--- src/rtl/elevator_call_scheduler.sv ---
// Elevator call scheduler: synchronizes call buttons, keeps a pending-call bitmap and runs
// an up/down sweep FSM. Optional per-floor debounce is enabled with ELEVATOR_CALL_DEBOUNCE_EN.
module elevator_call_scheduler #(
  parameter int NUM_FLOORS      = 10,
  parameter int DEBOUNCE_CYCLES = 16
) (
  input  logic                  clk,
  input  logic                  reset,
  input  logic [NUM_FLOORS-1:0] call_btn,
  input  logic [3:0]            current_floor,
  input  logic                  car_idle,
  output logic [3:0]            target_floor,
  output logic                  target_valid,
  output logic [NUM_FLOORS-1:0] pending,
  output logic                  dir_up
);

  typedef enum logic [1:0] {SCHED_IDLE, SWEEP_UP, SWEEP_DOWN} sched_state_t;

  if (NUM_FLOORS < 1 || NUM_FLOORS > 16 || DEBOUNCE_CYCLES < 2) begin : g_bad_cfg
    $error("elevator_call_scheduler: unsupported NUM_FLOORS or DEBOUNCE_CYCLES");
  end

  logic [NUM_FLOORS-1:0] r_sync1, r_sync2;
  logic [NUM_FLOORS-1:0] w_level;

  // NOTE: sequential state uses non-blocking assignments so every flop samples pre-edge values.
  always_ff @(posedge clk or posedge reset) begin
    if (reset) begin
      r_sync1 <= '0;
      r_sync2 <= '0;
    end else begin
      r_sync1 <= call_btn;
      r_sync2 <= r_sync1;
    end
  end

`ifdef ELEVATOR_CALL_DEBOUNCE_EN
  localparam int CNT_W = $clog2(DEBOUNCE_CYCLES);

  logic [NUM_FLOORS-1:0][CNT_W-1:0] r_db_cnt;
  logic [NUM_FLOORS-1:0]            r_db_level;

  always_ff @(posedge clk or posedge reset) begin
    if (reset) begin
      r_db_cnt   <= '0;
      r_db_level <= '0;
    end else begin
      for (int f = 0; f < NUM_FLOORS; f++) begin
        if (r_sync2[f] == r_db_level[f]) begin
          r_db_cnt[f] <= '0;
        end else if (r_db_cnt[f] == CNT_W'(DEBOUNCE_CYCLES - 1)) begin
          r_db_level[f] <= r_sync2[f];
          r_db_cnt[f]   <= '0;
        end else begin
          r_db_cnt[f] <= r_db_cnt[f] + 1'b1;
        end
      end
    end
  end

  assign w_level = r_db_level;
`else
  assign w_level = r_sync2;
`endif

  // A floor is armed only once its button has been seen released after the synchronizer has
  // flushed, so a button held through reset cannot register until it is pressed again.
  logic [1:0]            r_settle;
  logic [NUM_FLOORS-1:0] r_armed, r_level_d, r_pending;
  logic [NUM_FLOORS-1:0] w_rise, w_clr;
  logic                  w_cur_valid;
  logic [3:0]            w_cur_eff;

  always_ff @(posedge clk or posedge reset) begin
    if (reset) begin
      r_settle  <= '0;
      r_armed   <= '0;
      r_level_d <= '0;
      r_pending <= '0;
    end else begin
      if (!r_settle[1]) r_settle <= r_settle + 2'd1;
      if (r_settle[1])  r_armed  <= r_armed | ~r_sync2;
      r_level_d <= w_level;
      r_pending <= (r_pending | w_rise) & ~w_clr;
    end
  end

  assign w_rise      = w_level & ~r_level_d & r_armed;
  assign w_cur_valid = int'(current_floor) < NUM_FLOORS;
  assign w_cur_eff   = w_cur_valid ? current_floor : 4'(NUM_FLOORS - 1);

  // NOTE: every combinational output gets a default first so no path infers a latch.
  always_comb begin
    w_clr = '0;
    for (int f = 0; f < NUM_FLOORS; f++) begin
      w_clr[f] = car_idle && w_cur_valid && (current_floor == 4'(f));
    end
  end

  // Nearest-call search relative to the (clamped) car position.
  logic       w_has_up, w_has_dn, w_any_above, w_any_below;
  logic [3:0] w_up_sel, w_dn_sel;

  always_comb begin
    w_has_up    = 1'b0;
    w_has_dn    = 1'b0;
    w_any_above = 1'b0;
    w_any_below = 1'b0;
    w_up_sel    = w_cur_eff;
    w_dn_sel    = w_cur_eff;
    for (int f = NUM_FLOORS - 1; f >= 0; f--) begin
      if (r_pending[f] && (4'(f) >= w_cur_eff)) begin
        w_has_up = 1'b1;
        w_up_sel = 4'(f);
      end
    end
    for (int f = 0; f < NUM_FLOORS; f++) begin
      if (r_pending[f] && (4'(f) <= w_cur_eff)) begin
        w_has_dn = 1'b1;
        w_dn_sel = 4'(f);
      end
      if (r_pending[f] && (4'(f) > w_cur_eff)) w_any_above = 1'b1;
      if (r_pending[f] && (4'(f) < w_cur_eff)) w_any_below = 1'b1;
    end
  end

  sched_state_t r_state, w_state_nxt;
  logic [3:0]   r_target, w_target_nxt;
  logic         r_target_vld, w_target_vld_nxt;

  always_ff @(posedge clk or posedge reset) begin
    if (reset) begin
      r_state      <= SCHED_IDLE;
      r_target     <= '0;
      r_target_vld <= 1'b0;
    end else begin
      r_state      <= w_state_nxt;
      r_target     <= w_target_nxt;
      r_target_vld <= w_target_vld_nxt;
    end
  end

  // Direction changes wait for a stopped car; the target tracks the state being entered.
  always_comb begin
    w_state_nxt      = r_state;
    w_target_nxt     = current_floor;
    w_target_vld_nxt = 1'b0;
    case (r_state)
      SCHED_IDLE: begin
        if (car_idle) begin
          if (w_any_above)      w_state_nxt = SWEEP_UP;
          else if (w_any_below) w_state_nxt = SWEEP_DOWN;
        end
      end
      SWEEP_UP: begin
        if (!w_has_up && car_idle) w_state_nxt = w_any_below ? SWEEP_DOWN : SCHED_IDLE;
      end
      SWEEP_DOWN: begin
        if (!w_has_dn && car_idle) w_state_nxt = w_any_above ? SWEEP_UP : SCHED_IDLE;
      end
      default: w_state_nxt = SCHED_IDLE;
    endcase

    if (w_state_nxt == SWEEP_UP && w_has_up) begin
      w_target_nxt     = w_up_sel;
      w_target_vld_nxt = 1'b1;
    end else if (w_state_nxt == SWEEP_DOWN && w_has_dn) begin
      w_target_nxt     = w_dn_sel;
      w_target_vld_nxt = 1'b1;
    end
  end

  assign pending      = r_pending;
  assign target_floor = r_target;
  assign target_valid = r_target_vld;
  assign dir_up       = (r_state == SWEEP_UP);

endmodule
--- config.mk ---
export PLATFORM = sky130hd
export DESIGN_NAME = elevator_call_scheduler
export DESIGN_NICKNAME = d
export VERILOG_FILES = /design/src/rtl/elevator_call_scheduler.sv
export SDC_FILE = /design/constraint.sdc
export NUM_CORES = 1
export LEC_CHECK = 0
export BUFFER_PORTS_ARGS = -buffer_cell sky130_fd_sc_hd__buf_2
export CORE_ASPECT_RATIO = 0.75
export CORE_MARGIN = 3
export CORE_UTILIZATION = 54
export CTS_CLUSTER_SIZE = 24
export DETAILED_ROUTE_END_ITERATION = 10
export PLACE_DENSITY = 0.75
export SETUP_SLACK_MARGIN = 0.2
export SLEW_MARGIN = 20
export SYNTH_ARGS = -nofsm -noshare
export SYNTH_HDL_FRONTEND = slang
export SYNTH_SLANG_ARGS = --single-unit
--- constraint.sdc ---
create_clock -name clk -period 3.2 [get_ports clk]
set_clock_uncertainty 0.15 [all_clocks]
set_input_delay 0.32 -clock clk [delete_from_list [all_inputs] [get_ports clk]]
set_output_delay 0.32 -clock clk [all_outputs]
set_load 0.05 [all_outputs]
## Yosys cells after proc, flatten, opt, wreduce, memory -nomap -nowiden

Cells that the tools add are included.

| operators by class | value |
|---|---|
| $add $sub $neg | 1 |
| $lt $le $gt $ge | 41 |
| equal/unequal tests | 13 |
| multiplexer cells | 74 |
| bitwise logic cells | 8 |
| reductions and logical operators | 59 |

Operator list:

| kind | number |
|---|---|
| 4-bit 2-to-1 mux | 23 |
| 1-bit logical AND | 55 |
| 1-bit 2-to-1 mux | 43 |
| 10-bit AND | 3 |
| 10-bit inverter | 3 |
| 10-bit OR | 2 |
| 4-bit by 3-bit == test with 1-bit output (second input constant) | 4 |
| 3-bit by 4-bit >= comparator with 1-bit output (first input constant) | 4 |
| 3-bit by 4-bit > comparator with 1-bit output (first input constant) | 4 |
| 3-bit by 4-bit <= comparator with 1-bit output (first input constant) | 4 |
| 3-bit by 4-bit < comparator with 1-bit output (first input constant) | 4 |
| 2-bit 2-to-1 mux | 7 |
| 4-bit by 2-bit == test with 1-bit output (second input constant) | 2 |
| 4-bit == test (second input constant) | 2 |
| 1-bit by 4-bit >= comparator with 1-bit output (first input constant) | 2 |
| 2-bit by 4-bit >= comparator with 1-bit output (first input constant) | 2 |
| 4-bit >= comparator (first input constant) | 2 |
| 1-bit by 4-bit > comparator with 1-bit output (first input constant) | 2 |
| 2-bit by 4-bit > comparator with 1-bit output (first input constant) | 2 |
| 4-bit > comparator (first input constant) | 2 |
| 1-bit by 4-bit <= comparator with 1-bit output (first input constant) | 2 |
| 2-bit by 4-bit <= comparator with 1-bit output (first input constant) | 2 |
| 4-bit <= comparator (first input constant) | 2 |
| 1-bit by 4-bit < comparator with 1-bit output (first input constant) | 2 |
| other kinds (11) | 16 |

| word-level totals | value |
|---|---|
| register bits | 59 |
| input bits | 17 |
| output and inout port bits | 16 |
| logic and storage cells | 206 |

## Depth between registers and ports, before layout

Gate-level depths: netlist of the first run.

| depth | value |
|---|---|
| word-level depth | 22 |
| depth in mapped cells | 10 |
| gate-level depth less buffers | 7 |

## Worst setup path after synthesis of the first run

OpenSTA, ideal clock, no wires.

| timing path | value |
|---|---|
| kind | register to register |
| start point | register r_pending[2] (netlist: pending[2]) |
| end point | register r_target[0] (netlist: target_floor[0]) |
| library setup time | 126 ps |
| data arrival time | 2352 ps |
| data required time | 2924 ps |
| setup slack | 572 ps |
| stages on the path, launching flop included | 9 |
| buffers on the path | 1 |
| clock period less this slack | 2628 ps |
| cells stage by stage | dfrtp_1 clkbuf_1 or4_4 a311oi_2 nand4_1 o21ai_1 o211a_1 nor2_2 a221o_1 |

| on the way | value |
|---|---|
| cells in the longest elaborated chain, start to end | 17 |
| elaborated cells on any way between the ends | 60 |

RTL lines:

| element | RTL line | source |
|---|---|---|
| from (decl) | 70 | `logic [NUM_FLOORS-1:0] r_armed, r_level_d, r_pending;` |
| from (signal assigned) | 85 | `r_pending <= (r_pending \| w_rise) & ~w_clr;` |
| 1-bit logical AND (on tied branches) | 124, 119 |  |
| 1-bit 2-to-1 mux (on tied branches) (8 in series) | 124, 119 |  |
| 2-bit 2-to-1 mux / 1-bit zero test (equally long branches) | 153, 160 |  |
| 2-bit 2-to-1 mux / 1-bit logical AND (equally long branches) | 152, 160 |  |
| 2-bit 2-to-1 mux (on tied branches) | 151, 160 |  |
| 2-bit one-hot mux with 3 select lines | 149 | `case (r_state)` |
| 2-bit == test | 168 | `end else if (w_state_nxt == SWEEP_DOWN && w_has_dn) begin` |
| 1-bit logical AND | 168 |  |
| 4-bit 2-to-1 mux | 168 |  |
| 4-bit 2-to-1 mux (*) | 165 | `if (w_state_nxt == SWEEP_UP && w_has_up) begin` |
| named net w_target_nxt[0] | 129 | `logic [3:0] r_target, w_target_nxt;` |
| to (signal assigned) | 139 | `r_target <= w_target_nxt;` |
| to (decl) | 129 |  |

Mark *: on every way through the listed nets, which the timed path passes. The rest lies on a longest branch.
A chain may end at the register's enable or synchronous reset.

## Worst setup path in the final report of the first run

| timing path | value |
|---|---|
| start point | register r_pending[5] (netlist: pending[5]) |
| end point | register r_target[2] (netlist: target_floor[2]) |

| on the way | value |
|---|---|
| cells in the longest elaborated chain, start to end | 15 |
| elaborated cells on any way between the ends | 54 |

RTL lines:

| element | RTL line | source |
|---|---|---|
| 1-bit logical AND | 113 | `if (r_pending[f] && (4'(f) >= w_cur_eff)) begin` |
| 1-bit 2-to-1 mux (6 in series) | 113 |  |
| 1-bit zero test | 157 | `if (!w_has_up && car_idle) w_state_nxt = w_any_below ? SWEEP_DOWN : SCHED_IDLE;` |
| 1-bit logical AND | 157 |  |
| 2-bit 2-to-1 mux | 157 |  |
| 2-bit one-hot mux with 3 select lines | 149 |  |
| 2-bit == test | 168 |  |
| 1-bit logical AND | 168 |  |
| 4-bit 2-to-1 mux | 168 |  |
| 4-bit 2-to-1 mux (*) | 165 |  |
| named net w_target_nxt[2] | 129 |  |

Marked as above.

==> flow_results.org, run 1 <==
** Final layout
- Nets@finish :: 335
- The post-route netlist has 19.20% of its cells at a drive strength greater than 1.
- The multi-input combinational cells in the finished layout cover a total of 1130 um2.
- The sequential cells in the finished layout cover a total of 1476 um2.
- The finished cells cover 3288 um2.
- The repair_antennas step left the layout with diodes totalling 0.
- From synthesis to final layout, the design area changed by 16.96%.
- Counting the fill cells in the layout gives 402.
- Post-Route Utilization :: 66.36%

** Routing
- Dividing the detail-routed wire length by the instance count gives 15.68 um.
- Summed over all layers, the routed wires come to 6.006 mm.
- In the routed layout, each cell is associated on average with a via count of 5.984.
- Initial DRC Count :: 262
- In the routed design, unresolved DRC markers number 0.
- Count of antenna-violating nets left after detailed routing :: 0
- Via count :: 2292
- Iteration count of the initial detailed-routing pass :: 6

** Placement
- Routability-driven placement finished with a final weighted congestion of 0.9002.
- Before CTS, the worst setup slack after placement is 0.5184 ns.
- In this run the cell area measured after placement is 2969 um2.
- Count of buffers inserted at the top-level ports :: 32
- Estimated wirelength of the detail-placed design :: 4.038 mm

** Timing
- The count of final max-slew check failures is 0.
- Achievable Freq :: 376.2 MHz
- Fin worst setup slack :: 0.5420 ns
- Accumulated negative setup slack :: 0 ns
- Measured against its own limit, the worst slew margin works out to 34.68%.
- After layout, the minimum clock period comes to 2.658 ns.
- Setup violations remaining at the end of the flow were counted as 0.
- For the pin with the worst max-slew slack, the measured transition is 0.9784 ns.
- Setup repair after global routing left no endpoint under its margin.
- The total count of hold-check failures in the final report was 0.
- Ratio of final minimum period to clock period :: 83.06%

** Worst setup path
- Required time at the endpoint of the critical path :: 3.26 ns
- Critical path, cell by cell :: nor3_1, a21oi_1, o31ai_1, a221oi_1, nor3_1, nor3b_1, a221o_1
- STA classifies the critical path endpoint as a register.
- Data arrival time at the worst-slack endpoint :: 2.72 ns
- The critical path ends at target_floor[2].
- In this run the critical register-to-register path is captured at target_floor[2].
- Startpoint types :: register
- Number of cells on the worst reg-to-reg path :: 7
- The largest single stage delay on the critical path is 0.51 ns.
- The slowest stage of the critical path is the dfrtp_1 cell.
- Critical path start-end classification :: register to register
- The critical path runs through a total of 7 cells.
- In this run the critical register-to-register path is launched from pending[5].
- Number of buffers and inverters on the critical path :: 0
- Peak fanout along the critical path :: 11
- Most common cell type on the critical path :: nor3_1
- Crit path from :: pending[5]
- In this design, the largest share of critical-path delay is due to compound AO/OA/AOI/OAI gates.
- Setup slack, reg-to-reg :: 0.54 ns

** Floorplan
- For this configuration, the core starts out at a cell density of 56.74%.
- 33 I/O pins were placed.
- The total area inside the core boundary comes to 4955 um2.
- The floorplan step set the die width to 89.32 um.
- Floorplan die height :: 68.49 um
- Num rows :: 22
- The floorplan step defined a die boundary enclosing 6117 um2.

** Yosys
- Yosys attributes the largest share of cell area to dfrtp_1, a21oi_1, a21o_1.
- Synthesis handed over a netlist of 282 instances.
- Simple-gate share of the synthesized area :: 14.33%
- Adder and majority gate portion of the synthesized area :: 0%
- By area, the combinational part of the netlist is dominated by compound AO/OA/AOI/OAI gates.
- Asr flop ratio synth :: 100.0%
- Post-Synthesis Cell Area :: 2811 um2
- The commonest cells after synthesis are dfrtp_1, inv_1, nor2_1, a21oi_1, nand2_1.
- Compound-Gate Fraction of Synth Area :: 25.55%
- Among all cell types in the netlist, the one instantiated most often is dfrtp_1.
- Flops & latches, synth :: 59
- In this run the biggest area consumer among cell types represents 52.51% of the synthesized area.
- Post-Synth XOR/XNOR Area :: 0.3115%
- Ys Warns :: 0
- Of all cell types, the one taking the most synthesized area is dfrtp_1.
- Sequential-to-total area share from yosys stat :: 52.51%
- When the netlist entered floorplanning its net count stood at 299.
- Counting flops with a built-in enable in the synthesized netlist gives 0.
- Multiplexer share of the synthesized area :: 0%
- For this run, the leading register cell type out of synthesis is dfrtp_1.
- Number of different library cells in the post-synthesis netlist :: 59
- Post-synthesis average cell area :: 9.970 um2

** Run
- Max Cap Viol :: 0

** Clock network
- Clock insertion delay at the later pin of the skew report :: 0.33 ns
- The clock drives 59 sinks.
- CTS tree :: built
- The root buffer cell chosen for the clock tree is clkbuf_8.
- Max Buffers Root-to-Sink :: 2
- After clock tree synthesis, the repair step resized 0 gates.
- H-Tree Level Count :: 3
- Clock-pin slew on the worst setup and hold paths :: 0.06 ns
- Cts bufs inserted :: 9

** Global routing
- Initial antenna violation count :: 0
- Global Route Usage Sum :: 21.58%
- Global-route congestion overflow total :: 0
- The via count of the first global-routing pass was 2116.
- The first global-routing pass estimated 9.963 mm of wire.
- Largest net degree at the start of global routing :: 51

** Power and ir drop
- Portion of total power attributed to combinational logic :: 14.9%
- LEAKAGE :: 1.405 nW
- Pwr/cell area :: 554.8 nW/um2
- Summed over all nets, the switching power comes to 0.4924 mW.
- Peak ir drop on the vdd network :: 0.4179 mV
- Sequential fraction of design power :: 45.2%
- Internal power summed over all cells :: 1.332 mW
- The share of total power dissipated in the clock network is 39.9%.
- Switching share of power :: 26.99%

** Status
- The flow ran to the end, and the final reports show no timing, DRC or antenna violations.

** Worst hold path
- Type of the most critical hold path :: input port to async pin
-- metal layers --
metal | vias up | routed length (um) | GRT usage [%]
met5 | - | 0 | 0
met4 | 0 | 157 | 10.78
met3 | 18 | 478 | 5.463
met2 | 108 | 2611 | 31.53
met1 | 1074 | 2759 | 30.02
li1 | 1092 | - | -
-- registers in the layout, indices dropped and copies added (netlist names) --
name	flops
pending	10
r_armed	10
r_level_d	10
r_sync1	10
r_sync2	10
target_floor	4
r_settle	2
r_state	2
target_valid	1
-- power groups by stage --
| stage | logic [mW] | clock network (mW) | registers, mW |
|---|---|---|---|
| global placement | 0.259 | 0 | 0.836 |
| global route | 0.298 | 0.776 | 0.829 |
| detailed placement | 0.261 | 0 | 0.837 |
| finish | 0.272 | 0.727 | 0.824 |
| floorplan | 0.151 | 0 | 0.882 |
| CTS | 0.271 | 0.744 | 0.823 |
-- worst min-delay path by stage --
stage	startpoint	endpoint	slack, ns	depth (start not counted)
2_1_floorplan	r_sync1[0]	r_sync2[0]	0.18	0
3_3_place_gp	r_sync1[7]	r_sync2[7]	0.18	0
3_5_place_dp	r_sync1[5]	r_sync2[5]	0.18	0
4_1_cts	reset	pending[4]	0.09	2
5_1_grt	reset	r_sync2[2]	0.14	2
6_report	reset	r_armed[0]	0.07	2
-- cells in the final DEF (no fill, tap or decap), types with 3 or more instances in the layout --
master          n
o31ai_1         6
nand2b_1        6
dlygate4sd3_1  10
o21ai_0         6
a21oi_1        19
a41oi_1         3
nor2_1         21
nand2_1        17
a31oi_1        10
nor4_1          3
dfrtp_1        59
nor3_1          3
clkbuf_8       10
or2_2           5
nand3_1         3
buf_2          32
a32oi_1         3
a221o_1         4
buf_4           4
a221oi_1        3
o22ai_1         5
nor2b_1         5
inv_1          23
a21o_1         12
-- stage by stage --
stage / total power [mW] / hold slack [ns] / std cells
final: 1.824 / 0.06856 / 383
after global placement: 1.095 / 0.1819 / 357
after detailed placement: 1.098 / 0.1847 / 357
after floorplan: 1.033 / 0.1812 / 282
after global routing: 1.903 / 0.1446 / 383
after CTS: 1.839 / 0.09139 / 383
-- cells by family (layout without fill, tap and decap cells) --
family / after synthesis / in the layout
AND/OR/NAND/NOR: 77 / 77
buffers and inverters: 47 / 88
AO/OA/AOI/OAI: 98 / 98
XOR/XNOR: 1 / 1
flip-flops: 59 / 59
-- cell type report --
type / instances / area share [%]
Timing Repair Buffer: 46 / 8.828
Inverter: 26 / 2.968
Tap cell: 60 / 2.283
Sequential cell: 59 / 44.90
Clock buffer: 12 / 4.414
Multi-Input combinational cell: 176 / 34.36
Clock inverter: 4 / 2.245
-- timing repair --
| item | CTS | global route |
|---|---|---|
| hold buffers | 10 | 0 |
| endpoints found under the hold margin | 10 | 0 |
| setup buffers | 0 | 0 |
(Power assumes the default switching activity.)
==> run 2: changes to the inputs <==
--- a/config.mk
+++ b/config.mk
@@ -5,6 +5,7 @@
 export SDC_FILE = /design/constraint.sdc
 export NUM_CORES = 1
 export LEC_CHECK = 0
+export ABC_AREA = 1
 export BUFFER_PORTS_ARGS = -buffer_cell sky130_fd_sc_hd__buf_2
 export CORE_ASPECT_RATIO = 0.75
 export CORE_MARGIN = 3
==> constraint.sdc (replaced) <==
create_clock -name clk -period 2.7 [get_ports clk]
set_clock_uncertainty 0.15 [all_clocks]
set_input_delay 0.27 -clock clk [delete_from_list [all_inputs] [get_ports clk]]
set_output_delay 0.27 -clock clk [all_outputs]
set_load 0.05 [all_outputs]
==> run 2 against run 1 <==
Effect of this change:
- critical path depth grew 7
- core utilization increased by 1.4 points
- die area is 7.0% lower
- clock-buffer cell count is the same
- synthesized cell count is the same
- via count shrank 5.1%
- non-clock buffer count decreased by 3
- clock power decreased by 6.5%
- largest cell class unchanged
- largest power group unchanged
==> flow_results.org, run 2 <==
** Placement
- Count of buffers inserted at the top-level ports :: 32
- The placed instances occupy a cell area of 2809 um2.
- Including well taps, the total number of placed cells is 369.
- The congestion estimate from routability-driven global placement came to 0.9434.
- Estimated wirelength of the detail-placed design :: 4.010 mm

** Worst hold path
- The min-delay analysis places its worst path in the category input port to async pin.

** Power and ir drop
- Internal power summed over all cells :: 1.478 mW
- Portion of total power attributed to combinational logic :: 26.1%
- Net switching is 35.22% of the power.
- Power comes to 2.282 mW.
- Power spent charging and discharging nets :: 0.8037 mW
- The analysis attributes to cell leakage a power of 1.558 nW.
- Dividing total power by cell area gives a power density of 740.7 nW/um2.
- Clock group share of total power :: 29.8%
- Sequential fraction of design power :: 44.1%
- Across the VDD grid, the largest voltage drop is 0.7771 mV.

** Timing
- Across all hold checks on the routed design, the worst slack comes to 0.009714 ns.
- Setup repair after global routing left no endpoint under its margin.
- In the final timing run, aggregate negative setup slack is 0 ns.
- The total count of hold-check failures in the final report came to 0.
- Total setup violations reported at the end of the flow :: 0
- After layout, the minimum clock period comes to 1.981 ns.
- Ratio of final minimum period to clock period :: 73.37%
- Final slew viol count :: 0
- At the pin with the least slew margin, the transition time is 0.6860 ns.
- Achievable Freq :: 504.8 MHz
- In this run the tightest slew margin relative to its limit is 54.27%.

** Worst setup path
- STA classifies the critical path startpoint as an input port.
- The worst setup path is captured at a register.
- The number of buffers and inverters on the critical path is 2.
- Crit-path slowest cell :: nor2_2
- Crit. path cell count :: 14
- Max stage delay on crit path :: 0.41 ns
- Critical path start-end classification :: input port to register
- Required time at the endpoint of the critical path :: 2.80 ns
- Among the stages of the critical path, the cell type that occurs most often is nand2_1.
- Top cell family by delay on the critical path :: simple AND/OR/NAND/NOR gates
- STA puts the critical path data arrival time at 2.09 ns.
- Counting cells, the worst reg-to-reg path comes to 12.
- In this run the worst path has a maximum fanout of 13.
- The signal on the critical path passes through buf_2, nor2_2, nand2_1, nand2_1, nand2_1, nor2_2, nand4_1, nand2_1, nand2_1, nand2_2, nand2_4, inv_4, nand3_2, nand3_1.

** Global routing
- After global routing the overflow that remains totals 0.
- In the global route stage, overall resource usage came out at 21.74%.
- The first global-routing pass estimated 9.335 mm of wire.
- Initial antenna violation count :: 0
- Largest net degree at the start of global routing :: 60
- Vias in the first global route :: 2034

** Yosys
- Primary FF master, synth :: dfrtp_1
- Share of Yosys cell area claimed by the top area cell type :: 56.84%
- The cell area that synthesis handed to floorplanning was 2597 um2.
- By area the synthesized netlist is led by dfrtp_1, nand2_1, inv_1.
- Biggest area consumer among synthesized cells :: dfrtp_1
- Flops & latches, synth :: 59
- Mapped Cells :: 282
- Yosys printed 0 warnings.
- After synthesis, the share of flip-flops with an asynchronous set or reset is 100.0%.
- Commonest cells post-synth :: nand2_1, dfrtp_1, inv_1, nand3_1, nor2_1
- The most common cell in the synthesized netlist is nand2_1.
- A synthesized cell averages 9.211 um2.
- Yosys mapped a number of flops with a built-in enable equal to 0.
- Number of different library cells in the post-synthesis netlist :: 34
- Summing the sequential cell areas from Yosys gives 56.84% of the chip area.
- The number of nets handed over by synthesis was 299.

** Final layout
- Commonest cells after routing, fill and taps aside :: nand2_1, dfrtp_1, buf_2
- N_diodes :: 0
- Signed area change from the synthesized netlist to the final layout :: 18.59%
- In the final layout, the multi-input gates occupy 949.7 um2.
- Reg area :: 1476 um2
- Layout cell share with drive strength beyond 1 :: 21.01%
- Count of placed standard cells in the final layout, fillers left out :: 395
- After routing the design area is 3080 um2.
- Filler Cells Inserted :: 352
- The library cell used most frequently in the layout, excluding fill and tap cells, is nand2_1.
- Nets@finish :: 350

** Clock network
- Clk root buf :: clkbuf_8
- At the later pin of the worst-skew pair, clock insertion delay measures 0.32 ns.
- Number of buffers inserted by hold repair at cts :: 10
- Clock tree synthesis inserted a total of 9 buffers.
- The tree built by TritonCTS fans out to 59 sinks.
- Clock-pin slew was measured on the worst setup and hold paths at 0.06 ns.
- H-Tree Level Count :: 3
- After clock tree synthesis, the repair step resized 0 gates.
- Max Buffers Root-to-Sink :: 2
- CTS tree :: built
- Postcts setup bufs :: 0

** Floorplan
- From bottom edge to top edge, the die measures 66.07 um.
- For this design the top-level I/O count stands at 33.
- Num rows :: 21
- Die Area :: 5687 um2
- Chip width :: 86.09 um
- For this configuration, the core starts out at a cell density of 57.14%.
- The total area inside the core boundary comes to 4546 um2.

** Routing
- For this run, design rule violations remaining after detail routing come to 0.
- The detailed router put a total of 2.546 mm of wire on met1.
- Via count :: 2175
- Met2 WL :: 2.430 mm
- Total routed wirelength :: 5.587 mm
- In the final routed layout, each cell accounts on average for 14.14 um.
- Via density per instance :: 5.506
- Met3 routed wirelength :: 487 um
- For this run, the detailed router's first-pass iteration total came to 5.
- The detail route stage leaves a number of antenna-violating nets equal to 0.
- The detailed router used layers up to and including met4.
- After the first detailed-routing iteration, the DRC count stood at 272.

** Status
- Run status :: finished clean

** Run
- The tool flagged a number of max-cap violations equal to 0.
run 2: cell count changes after synthesis, sizes merged, moves of 7 or more:
cell	previous run	this run
nand2	17	73
buf	10	3
nand3	3	26
a31oi	10	0
a21oi	20	7
inv	25	36
a21o	12	0
clkbuf	11	0
run 2: layout make-up:
class,count,area share [%]
flip-flops and latches,59,47.93
multi-input cells,183,30.83
repair buffers,43,8.692
clock buffers,12,4.712
inverters,37,4.671
well taps,57,2.315
clock inverters,4,0.8530
run 2: worst paths after layout:
path | from | to | slack, ns
min | reset | r_level_d[7] | 0.01
min in group clk | car_idle | pending[9] | 0.15
max reg2reg | pending[8] | target_floor[3] | 0.84
max in group asynchronous | reset | r_sync1[3] | 1.93
max | current_floor[3] | target_floor[0] | 0.72
min reg2reg | r_sync1[5] | r_sync2[5] | 0.20
run 2: through the flow:
stage	util, %	setup slack (ns)
2_1_floorplan	-	0.6730
5_1_grt	67.77	0.4931
3_3_place_gp	61.79	0.5507
3_5_place_dp	61.79	0.4628
6_report	67.77	0.7190
4_1_cts	67.77	0.7875
run 2: logic make-up (layout without fill, tap and decap cells):
group | after synthesis | count (layout) | share of synthesized area, %
buf+inv | 40 | 96 | 6.599
simple gates | 146 | 146 | 27.36
flops | 59 | 59 | 56.84
compound gates | 37 | 37 | 9.200
run 2: metal layers:
metal | global-route usage [%] | vias to the layer above
met4 | 8.498 | 0
met1 | 29.47 | 1032
li1 | - | 1029
met2 | 32.79 | 94
met5 | 0 | -
met3 | 6.725 | 20
run 2: tightest hold or removal path, delay by kind of cell:
kind / cells / cell delay [ns]
buf+inv: 3 / 0.71
run 2: power by group through the flow:
stage / Combinational, mW / Clock [mW] / Sequential (mW)
after global routing: 0.647 / 0.736 / 1.01
after global placement: 0.577 / 0 / 1.02
after CTS: 0.595 / 0.695 / 1.01
after floorplan: 0.289 / 0 / 1.18
final: 0.596 / 0.680 / 1.01
after detailed placement: 0.583 / 0 / 1.02
